==> config.mk <==
export PLATFORM = sky130hd
export DESIGN_NAME = ahb_apb_reset_seq
export DESIGN_NICKNAME = d
export VERILOG_FILES = /design/src/rtl/ahb_apb_reset_seq.sv
export SDC_FILE = /design/constraint.sdc
export NUM_CORES = 1
export LEC_CHECK = 0
export ABC_AREA = 1
export CAP_MARGIN = 10
export CORE_AREA = 2 2 40 56
export CTS_CLUSTER_DIAMETER = 120
export DETAILED_ROUTE_END_ITERATION = 12
export DIE_AREA = 0 0 42 58
export GPL_TIMING_DRIVEN = 0
export PLACE_DENSITY_LB_ADDON = 0.08
export SLEW_MARGIN = 15
export SYNTH_ARGS = -nofsm -noshare
export SYNTH_HDL_FRONTEND = slang
export SYNTH_SLANG_ARGS = --single-unit
==> constraint.sdc <==
create_clock -name clk -period 1.55 [get_ports clk]
set_input_delay 0.31 -clock clk [delete_from_list [all_inputs] [get_ports clk]]
set_output_delay 0.31 -clock clk [all_outputs]
set_load 0.01 [all_outputs]
==> src/rtl/ahb_apb_reset_seq.sv <==
// Reset sequencer for an AHB-APB bridge: stretches reset, releases APB before AHB,
// and drains in-flight transfers before applying a software reset.
//   state   | meaning
//   ASSERT  | both resets low, stretch count running
//   REL_APB | APB released, AHB still held
//   RUN     | both resets released, rst_done high
//   DRAIN   | hold new AHB transfers, wait for bridge idle or timeout
module ahb_apb_reset_seq #(
  parameter int STRETCH_CYCLES = 8,
  parameter int APB_DELAY      = 4,
  parameter int DRAIN_MAX      = 16
) (
  input  logic       clk,
  input  logic       reset,
  input  logic       sw_rst_req,
  input  logic       bridge_busy,
  output logic       hresetn_o,
  output logic       presetn_o,
  output logic       hold_o,
  output logic       rst_done,
  output logic [1:0] rst_cause
);

  localparam logic [7:0] STRETCH_LAST = 8'(STRETCH_CYCLES - 1);
  localparam logic [7:0] APB_LAST     = 8'(APB_DELAY - 1);
  localparam logic [7:0] DRAIN_LAST   = 8'(DRAIN_MAX - 1);

  localparam logic [1:0] CAUSE_EXT      = 2'b01;
  localparam logic [1:0] CAUSE_SW       = 2'b10;
  localparam logic [1:0] CAUSE_SW_FORCE = 2'b11;

  typedef enum logic [1:0] {ASSERT, REL_APB, RUN, DRAIN} state_t;

  state_t     state, state_nxt;
  logic [7:0] cnt, cnt_nxt;
  logic [1:0] cause_nxt;
  logic       hresetn_nxt, presetn_nxt, hold_nxt, done_nxt;

  always_comb begin
    state_nxt = state;
    cnt_nxt   = cnt + 8'd1;
    cause_nxt = rst_cause;
    case (state)
      ASSERT: begin
        if (cnt == STRETCH_LAST) state_nxt = REL_APB;
      end
      REL_APB: begin
        if (cnt == APB_LAST) state_nxt = RUN;
      end
      RUN: begin
        cnt_nxt = cnt;
        if (sw_rst_req) begin
          state_nxt = DRAIN;
          cause_nxt = CAUSE_SW;
        end
      end
      DRAIN: begin
        // idle takes priority over the timeout on the same edge
        if (!bridge_busy) begin
          state_nxt = ASSERT;
        end else if (cnt == DRAIN_LAST) begin
          state_nxt = ASSERT;
          cause_nxt = CAUSE_SW_FORCE;
        end
      end
      default: state_nxt = ASSERT;
    endcase
    if (state_nxt != state) cnt_nxt = 8'd0;
  end

  // outputs are decoded from the next state so they change with the state register
  always_comb begin
    hresetn_nxt = 1'b0;
    presetn_nxt = 1'b0;
    hold_nxt    = 1'b0;
    done_nxt    = 1'b0;
    case (state_nxt)
      ASSERT: ;
      REL_APB: presetn_nxt = 1'b1;
      RUN: begin
        hresetn_nxt = 1'b1;
        presetn_nxt = 1'b1;
        done_nxt    = 1'b1;
      end
      DRAIN: begin
        hresetn_nxt = 1'b1;
        presetn_nxt = 1'b1;
        hold_nxt    = 1'b1;
      end
      default: ;
    endcase
  end

  always_ff @(posedge clk) begin
    if (reset) begin
      state     <= ASSERT;
      cnt       <= 8'd0;
      hresetn_o <= 1'b0;
      presetn_o <= 1'b0;
      hold_o    <= 1'b0;
      rst_done  <= 1'b0;
      rst_cause <= CAUSE_EXT;
    end else begin
      state     <= state_nxt;
      cnt       <= cnt_nxt;
      hresetn_o <= hresetn_nxt;
      presetn_o <= presetn_nxt;
      hold_o    <= hold_nxt;
      rst_done  <= done_nxt;
      rst_cause <= cause_nxt;
    end
  end

endmodule

==> impl_results.md, run 1 <==
* CTS max path bufs at 2
* Worst Max-Slew Pin Slew at ~330 ps
* Worst path bufs/invs at 1
* Hold WC Path Type: flop to flop
* GPL Wtd Cong at ~0.70
* Data arrival, critical path at ~1200 ps
* Synth unique cells at 21
* ANT cells at 0
* Non-filler cells, final at 133
* Req. time, crit path at approximately 1200 ps
* Clk Latency, worst-skew pair at 290 ps
* Global route overflow at 0
* Leak at approximately 0.35 nW
* Critical-path cell list: clkdlybuf4s50_1
* Seq/Total Area, Yosys at between 40% and 50%
* Unrepaired setup endpoints after global routing: false
* Syn_nets at 104
* Placed cell count at about 130
* Fmax at ~680 MHz
* Power per standard cell area at 762 nW/um2
* Syn_area_per_cell at between 7 and 8 um2
* R2R depth at 8
* Slowest stage delay, CP at between 500 and 600 ps
* DR DRC count at 0
* Hold Vio Cnt, Final at 0
* Clock share of power at approximately 33%
* Combinational Power Share at about 7.5%
* Die area at ~2400 um2
* Die Wd at approximately 42 um
* Hold buffers post-CTS at 0
* DP Wirelength at a little over 1000 um
* Int Pwr at approximately 0.51 mW
* Sequential share of power at between 50% and 60%
* Max Slew Vio Count at 0
* Final cell utilization of the core at 46.3%
* Setup ws final at between 80 and 90 ps
* Synthesized area at roughly 740 um2
* Core footprint at 1930 um2
* Type of element capturing the critical path: primary output
* Drt total wl at around 1300 um
* Register area at around 300 um2
* Area grow syn2layout at 20.4%
* Root Buffer: clkbuf_4
* Crit Path Class: flop to primary output
* Crit Path Max Fanout at 2
* Post-Syn Instances at a little under 100
* Number of global-route vias before repair at approximately 620
* Critical path depth at 1
* Worst hold stages at 2
* Multi-input logic area at just under 400 um2
* Non-Filler Cell Area, Final at 892 um2
* Status: finished clean
* IO Port Bufs at 9
* # fillers at slightly below 200
* Drt pass-1 iters at 4
* Vias per inst at approximately 4.7
* Fin crit period at 1470 ps
* Post-route ant nets at 0
* Total negative setup slack at 0 ps
* I/O pins at 10
* Starting Density at about 38%
* Flip-flop and latch count after synthesis at 15
* WL/cell at roughly 9.7 um
* Switching share of total power at between 20% and 30%
* DR vias at about 630
* Largest net degree at the start of global routing at 10
* Max cap viols at 0
* First-pass GRT wire length at between 2000 and 2500 um
* Net Sw Power at 0.167 mW
* Top delay family on crit path: buffers and inverters
* VDD IR max at 0.455 mV
* Share of post-route cells with drive strength above 1 at around a quarter
* Post-DP Area at around 860 um2
* Worst-path clk slew at 90 ps
* Detailed Route Iter0 Violations at 8
* Normalized max-slew margin at 77.5%
* Initial antenna violation count at 0
* Setup violations, final at 0
* Critical path startpoint category: flop
* CTS tree: built
* Worst slack, placed at approximately 32 ps
* Synthesis Warnings at 0
* Tcrit/Tclk final at a little over nine tenths
* Die height at 58 um
* Worst path slowest cell: clkdlybuf4s50_1
* Layout Nets at roughly 120
* Num CTS Buffers at 3
* Clock sink count at 15
* Layout Skew at about 1.6 ps
* Core Rows at 19
* Total GRT Usage at between 10% and 20%
* H-tree depth at 1
[per-stage QoR]
step                      power, mW  hold slack [ps]
after global placement        0.462              441
after global routing          0.730              505
after floorplan               0.446              379
after detailed placement      0.462              454
final                         0.680              459
after CTS                     0.697              468
[cells in the final DEF, fill, tap and decap left out, types with 3 or more instances in the layout]
| cell type | n |
|---|---|
| a21oi_1 | 3 |
| inv_1 | 11 |
| nor2_2 | 11 |
| nor2_1 | 13 |
| clkdlybuf4s50_1 | 8 |
| nand2_1 | 22 |
| xor2_1 | 5 |
| dfxtp_1 | 13 |
| clkbuf_4 | 3 |
[Yosys cell counts]
master | number | area share (%)
nor2_4 | 1 | 1.5
a21oi_1 | 3 | 2.0
nand3_1 | 1 | 0.68
inv_2 | 2 | 1.0
nand2_2 | 2 | 1.7
o22ai_1 | 1 | 0.85
inv_1 | 11 | 5.6
o21ai_2 | 1 | 1.2
nand4_1 | 2 | 1.7
nand2_4 | 1 | 1.5
nand3_2 | 2 | 2.7
or2_2 | 1 | 0.85
nand2_1 | 22 | 11
o211ai_1 | 1 | 1.0
nor2_1 | 13 | 6.6
dfxtp_1 | 15 | 41
o21ai_0 | 2 | 1.4
nor2_2 | 11 | 9.3
xnor2_1 | 1 | 1.2
xor2_1 | 5 | 5.9
ha_1 | 1 | 1.7
[cell type report]
cell class | instances | share of cell area [%]
flip-flops and latches | 15 | 33.9
clock buffers | 3 | 2.52
multi-input cells | 71 | 44.2
repair buffers | 9 | 10.4
clock inverters | 1 | 0.561
well taps | 21 | 2.95
inverters | 13 | 5.47
[registers in the layout, indices dropped and copies added, names as in the netlist]
register   count
hresetn_o      1
rst_done       1
hold_o         1
state          1
presetn_o      1
cnt            8
rst_cause      2
[power by group through the flow]
| stage | clock network (mW) | registers (mW) | logic [mW] |
|---|---|---|---|
| after CTS | 0.243 | 0.402 | 0.0519 |
| final | 0.227 | 0.402 | 0.0513 |
| after floorplan | 0 | 0.409 | 0.0366 |
| after global placement | 0 | 0.411 | 0.0510 |
| after global routing | 0.267 | 0.403 | 0.0597 |
| after detailed placement | 0 | 0.411 | 0.0516 |
[worst paths after layout]
| kind | slack (ps) | endpoint | startpoint |
|---|---|---|---|
| worst min register to register | 460 | rst_cause[1] | rst_cause[1] |
| worst max-delay path | 80 | rst_cause[1] | rst_cause[1] |
| worst max register to register | 100 | cnt[5] | cnt[1] |
| worst min-delay path | 460 | rst_cause[1] | rst_cause[1] |
[repair_timing]
action | 4_1_cts | 5_1_grt
setup buffers | 0 | 0
setup endpoints to repair | 1 | 10
cloned | 0 | 0
gates resized for setup | 1 | 3
[kinds of logic (layout without fill, tap and decap cells)]
family	after synthesis	in the layout	share of synthesized area, %
buffers and inverters	13	26	6.59
flip-flops	15	15	40.5
AO/OA/AOI/OAI	8	8	6.42
AND/OR/NAND/NOR	56	56	37.7
adder cells (fa/ha/maj)	1	1	1.69
XOR/XNOR	6	6	7.09
[layer usage]
layer | vias to the layer above | share of wire [%] | track usage (%)
met4 | 0 | 3.7 | 9.68
met3 | 5 | 3.0 | 2.18
met5 | - | 0 | 0
met2 | 10 | 55 | 24.1
li1 | 332 | - | -
met1 | 278 | 39 | 13.0
[tightest hold or removal path, stage by stage, from the launching register on]
cell	delay [ps]
dfxtp_1	320
inv_1	50
a21oi_1	50
(Power assumes the default switching activity.)
==> run 2, diff against run 1 <==
- CELL_PAD_IN_SITES_DETAIL_PLACEMENT: unset -> 2
- CELL_PAD_IN_SITES_GLOBAL_PLACEMENT: unset -> 2
- CORE_AREA: 2 2 40 56 -> 2 2 46 65
- DIE_AREA: 0 0 42 58 -> 0 0 48 67
==> run 2 against run 1 <==
Compared with the run above:
- register-to-register slack improved by 40 ps
- critical path depth stayed put
- final cell count rose by 11%
- flip-flop and latch count unchanged
- via count is 3.5% higher
- fmax decreased by 1.5%
- sequential share of layout area down 0.65 points
- worst hold slack better by 2.2 ps
==> impl_results.md, run 2 (synthesis results as in run 1) <==
* WL/cell at about 12 um
* Worst Max-Slew Pin Slew at between 300 and 400 ps
* Sequential share of power at 58.8%
* Most frequent cells in the layout: nand2_1, nor2_1, dfxtp_1
* Slowest stage delay, CP at roughly 540 ps
* IO Port Bufs at 9
* H-tree depth at 1
* CTS max path bufs at 2
* Tcrit/Tclk final at a little over nine tenths
* Top delay family on crit path: buffers and inverters
* Max Slew Vio Count at 0
* Die height at around 67 um
* Max reg flops at 8
* Leak at roughly 0.33 nW
* Worst path bufs/invs at 1
* Core Rows at 22
* Max cap viols at 0
* Net Sw Power at ~0.17 mW
* Layout Skew at 1.65 ps
* Detailed Route Iter0 Violations at 6
* Root Buffer: clkbuf_4
* Type of element capturing the critical path: primary output
* Non-filler cells, final at between 100 and 150
* Drt total wl at between 1500 and 2000 um
* Biggest register: cnt
* R2r startpoint: cnt[0]
* Die Wd at 48 um
* Largest net degree at the start of global routing at 9
* Unrepaired setup endpoints after global routing: false
* Regs by FF count: cnt x8, rst_cause x2
* GPL Wtd Cong at approximately 0.72
* Crit Path Class: flop to primary output
* Power per standard cell area at roughly 750 nW/um2
* Fmax at between 600 and 700 MHz
* Placed cell count at between 100 and 150
* Int Pwr at between 0.5 and 0.6 mW
* Layout Nets at 118
* Core footprint at approximately 2600 um2
* Crit Path Max Fanout at 4
* Worst hold stages at 2
* Global route overflow at 0
* Area grow syn2layout at 23.3%
* Post-CTS setup buffer count at 0
* Clk Latency, worst-skew pair at approximately 280 ps
* Fin crit period at ~1500 ps
* Total negative setup slack at 0 ps
* Share of post-route cells with drive strength above 1 at 25.0%
* WHS at around 460 ps
* Number of global-route vias before repair at between 600 and 700
* Critical-path cell list: clkdlybuf4s50_1
* Hold WC Path Type: flop to flop
* Worst-path clk slew at approximately 90 ps
* Data arrival, critical path at 1180 ps
* Req. time, crit path at around 1200 ps
* Hold Vio Cnt, Final at 0
* DR vias at around 650
* ANT cells at 0
* R2R depth at 8
* Normalized max-slew margin at approximately three quarters
* Starting Density at 28.3%
* Total GRT Usage at a little over an eighth
* Setup violations, final at 0
* Post-route ant nets at 0
* Hold path startpoint: rst_cause[1]
* First-pass GRT wire length at approximately 3000 um
* Status: finished clean
* Vias per inst at about 4.4
* DP Wirelength at approximately 1400 um
* Clock sink count at 15
* Switching share of total power at about a quarter
* Critical path startpoint category: flop
* Combinational Power Share at approximately 7.9%
* Drt pass-1 iters at 2
* Hold EP: rst_cause[1]
* Non-Filler Cell Area, Final at 913 um2
* DR DRC count at 0
* Hold buffers post-CTS at 0
* Critical R2R Capture: cnt[6]
* CTS tree: built
* I/O pins at 10
* Clock share of power at about 33%
* Initial antenna violation count at 0
* Die area at around 3200 um2
* Post-DP Area at 876 um2
* Leading cell type in the layout, fill and taps excluded: nand2_1
* Num CTS Buffers at 3
* Worst path slowest cell: clkdlybuf4s50_1
* VDD IR max at 0.393 mV
* Reg2reg setup slack at about 140 ps
run 2: cell types whose count changed in the layout (fill, tap and decap cells not counted), sizes merged:
cell           before  now
clkbuf              3    4
clkdlybuf4s50       8    9
clkinv              1    0
dlymetal6s2s        1    0
run 2: worst max path at each step:
stage,startpoint,end,cells past startpoint
finish,hresetn_o,hresetn_o,1
CTS,cnt[0],cnt[6],8
global placement,reset,cnt[2],6
floorplan,cnt[0],cnt[5],8
detailed placement,bridge_busy,cnt[6],8
global route,rst_cause[0],rst_cause[0],1
run 2: repair_timing:
| item | 4_1_cts | 5_1_grt |
|---|---|---|
| setup endpoints to repair | 1 | 11 |
| resized for setup | 1 | 5 |
| endpoints found under the hold margin | 0 | 0 |
run 2: cell type report:
cell class	instances	area (um2)
Clock buffer	4	26.3
Fill cell	326	1700
Tap cell	36	45.0
Inverter	13	48.8
Timing Repair Buffer	9	90.1
Sequential cell	15	304
Multi-Input combinational cell	71	399
run 2: stage by stage:
stage / util (%) / setup WS [ps] / power, mW
finish: 34.9 / 60.9 / 0.686
global placement: 33.5 / 0.600 / 0.465
detailed placement: 33.5 / -38.7 / 0.466
floorplan: - / 233 / 0.446
CTS: 34.5 / 1.72 / 0.707
global route: 34.9 / 1.93 / 0.730
run 2: power by group through the flow:
stage / sequential [mW] / clock (mW) / combinational [mW]
CTS: 0.403 / 0.249 / 0.0553
floorplan: 0.409 / 0 / 0.0366
detailed placement: 0.412 / 0 / 0.0550
global placement: 0.411 / 0 / 0.0538
global route: 0.405 / 0.262 / 0.0628
finish: 0.403 / 0.229 / 0.0543
run 2: metal layers:
layer / up-vias / wire length [um] / GRT usage, %
met5: - / 0 / 0
met4: 0 / 20 / 5.07
met3: 2 / 59 / 2.44
met2: 9 / 980 / 23.7
met1: 305 / 659 / 14.4
li1: 331 / - / -
==> run 3, diff against run 2 <==
- SETUP_SLACK_MARGIN: unset -> 0.05
==> run 3 against run 2 <==
Compared with the run above:
- worst hold slack worse by 3.0 ps
- sequential power about the same
- clock power about the same
- sequential share of layout area down 0.71 points
- combinational power up 6.4%
- die area unchanged
- first-iteration DRC count unchanged
- flip-flop and latch count unchanged
- register-to-register slack better by 40 ps
- final area up 2.2%
- via count down 0.15%
- critical path type unchanged
- critical endpoint is now presetn_o
- largest cell class unchanged
- largest power group unchanged
- highest routed layer unchanged
==> impl_results.md, run 3 (synthesis results as in run 1) <==
* Status: finished clean
* ANT cells at 0
* Leading cell type in the layout, fill and taps excluded: nand2_1
* Regs by FF count: cnt x8, rst_cause x2
* Drt total wl at 1770 um
* Critical-path cell list: clkdlybuf4s50_1
* WHS at between 400 and 500 ps
* Die height at ~67 um
* Core footprint at ~2600 um2
* Share of post-route cells with drive strength above 1 at between 20% and 30%
* Hold buffers post-CTS at 0
* Max reg flops at 8
* Post-route ant nets at 0
* Post-CTS setup buffer count at 0
* Max Slew Vio Count at 0
* Global route overflow at 0
* Initial antenna violation count at 0
* Power per standard cell area at about 740 nW/um2
* Setup ws final at ~110 ps
* Top delay family on crit path: buffers and inverters
* Layout Nets at 118
* Biggest register: cnt
* Crit Path Max Fanout at 1
* Normalized max-slew margin at approximately three quarters
* Clock sink count at 15
* Worst slack, placed at -38.7 ps
* Core Rows at 22
* Layout Skew at ~1.8 ps
* DR vias at 646
* Crit Path Class: flop to primary output
* Worst path bufs/invs at 1
* Clock share of power at between 30% and 40%
* Type of element capturing the critical path: primary output
* Hold WC Path Type: flop to flop
* Root Buffer: clkbuf_4
* Starting Density at approximately 28%
* Drt pass-1 iters at 2
* Tcrit/Tclk final at between 90% and 100%
* Die area at 3220 um2
* Num CTS Buffers at 3
* VDD IR max at 0.401 mV
* Sequential share of power at 58.6%
* Hold Vio Cnt, Final at 0
* Critical path startpoint category: flop
* Data arrival, critical path at 1130 ps
* Most frequent cells in the layout: nand2_1, nor2_1, dfxtp_1
* Fin crit period at around 1400 ps
* Int Pwr at about 0.52 mW
* Max cap viols at 0
* Switching share of total power at 24.8%
* IO Port Bufs at 9
* Worst path slowest cell: clkdlybuf4s50_1
* Fmax at ~700 MHz
* Worst-path clk slew at approximately 90 ps
* DP Wirelength at ~1400 um
* CTS max path bufs at 2
* Net Sw Power at approximately 0.17 mW
* Number of global-route vias before repair at about 680
* Total GRT Usage at between 10% and 20%
* DR DRC count at 0
* Leak at 0.387 nW
* CTS tree: built
* Combinational Power Share at slightly above 8%
* Req. time, crit path at between 1000 and 1500 ps
* Detailed Route Iter0 Violations at 6
* Largest net degree at the start of global routing at 9
* Setup violations, final at 0
* GPL Wtd Cong at between 0.7 and 0.8
* First-pass GRT wire length at ~3000 um
* Unrepaired setup endpoints after global routing: false
* I/O pins at 10
* Slowest stage delay, CP at 530 ps
* H-tree depth at 1
* Vias per inst at 4.36
* WL/cell at 12.0 um
* Die Wd at approximately 48 um
* Clk Latency, worst-skew pair at 280 ps
* Area grow syn2layout at 26.0%
* Worst Max-Slew Pin Slew at between 300 and 400 ps
==> run 3: cell type report <==
type | count | area, um2
well taps | 36 | 45.0
clock buffers | 4 | 26.3
repair buffers | 9 | 100
fillers | 321 | 1680
inverters | 13 | 48.8
multi-input cells | 71 | 409
flip-flops and latches | 15 | 304
==> run 3: per-layer routing <==
metal | up-vias | GRT usage, % | routed length [um]
met1 | 304 | 14.4 | 679
met5 | - | 0 | 0
met4 | 0 | 5.07 | 20
li1 | 331 | - | -
met2 | 9 | 23.7 | 1010
met3 | 2 | 2.44 | 59
==> run 3: worst paths after layout <==
kind	end	slack, ps	startpoint	cells past startpoint
max reg2reg	cnt[6]	180	cnt[0]	8
min	rst_cause[1]	460	rst_cause[1]	2
max	presetn_o	110	presetn_o	1
min reg2reg	rst_cause[1]	460	rst_cause[1]	2
==> run 3: worst min-delay path, cell delays in order, from the launching register on <==
cell	delay, ps
dfxtp_1	320
inv_1	50
a21oi_1	50
==> run 3: repair_timing <==
item / 4_1_cts / 5_1_grt
cloned: 0 / 0
gates resized for setup: 3 / 8
setup endpoints to repair: 9 / 13
endpoints found under the hold margin: 0 / 0
pin swaps: 0 / 0
==> run 3: power groups by stage <==
| stage | sequential [mW] | clock, mW | combinational, mW |
|---|---|---|---|
| after detailed placement | 0.412 | 0 | 0.0550 |
| final | 0.406 | 0.229 | 0.0578 |
| after CTS | 0.403 | 0.249 | 0.0560 |
| after floorplan | 0.409 | 0 | 0.0366 |
| after global placement | 0.411 | 0 | 0.0538 |
| after global routing | 0.408 | 0.262 | 0.0675 |
==> run 3: stage by stage <==
step	area (um2)	total power [mW]	cells	TNS, ps	util (%)
global route	933	0.738	148	0	35.7
finish	933	0.693	148	0	35.7
detailed placement	876	0.466	144	-250	33.5
global placement	876	0.465	144	0	33.5
floorplan	741	0.446	99	0	-
CTS	907	0.708	148	0	34.7
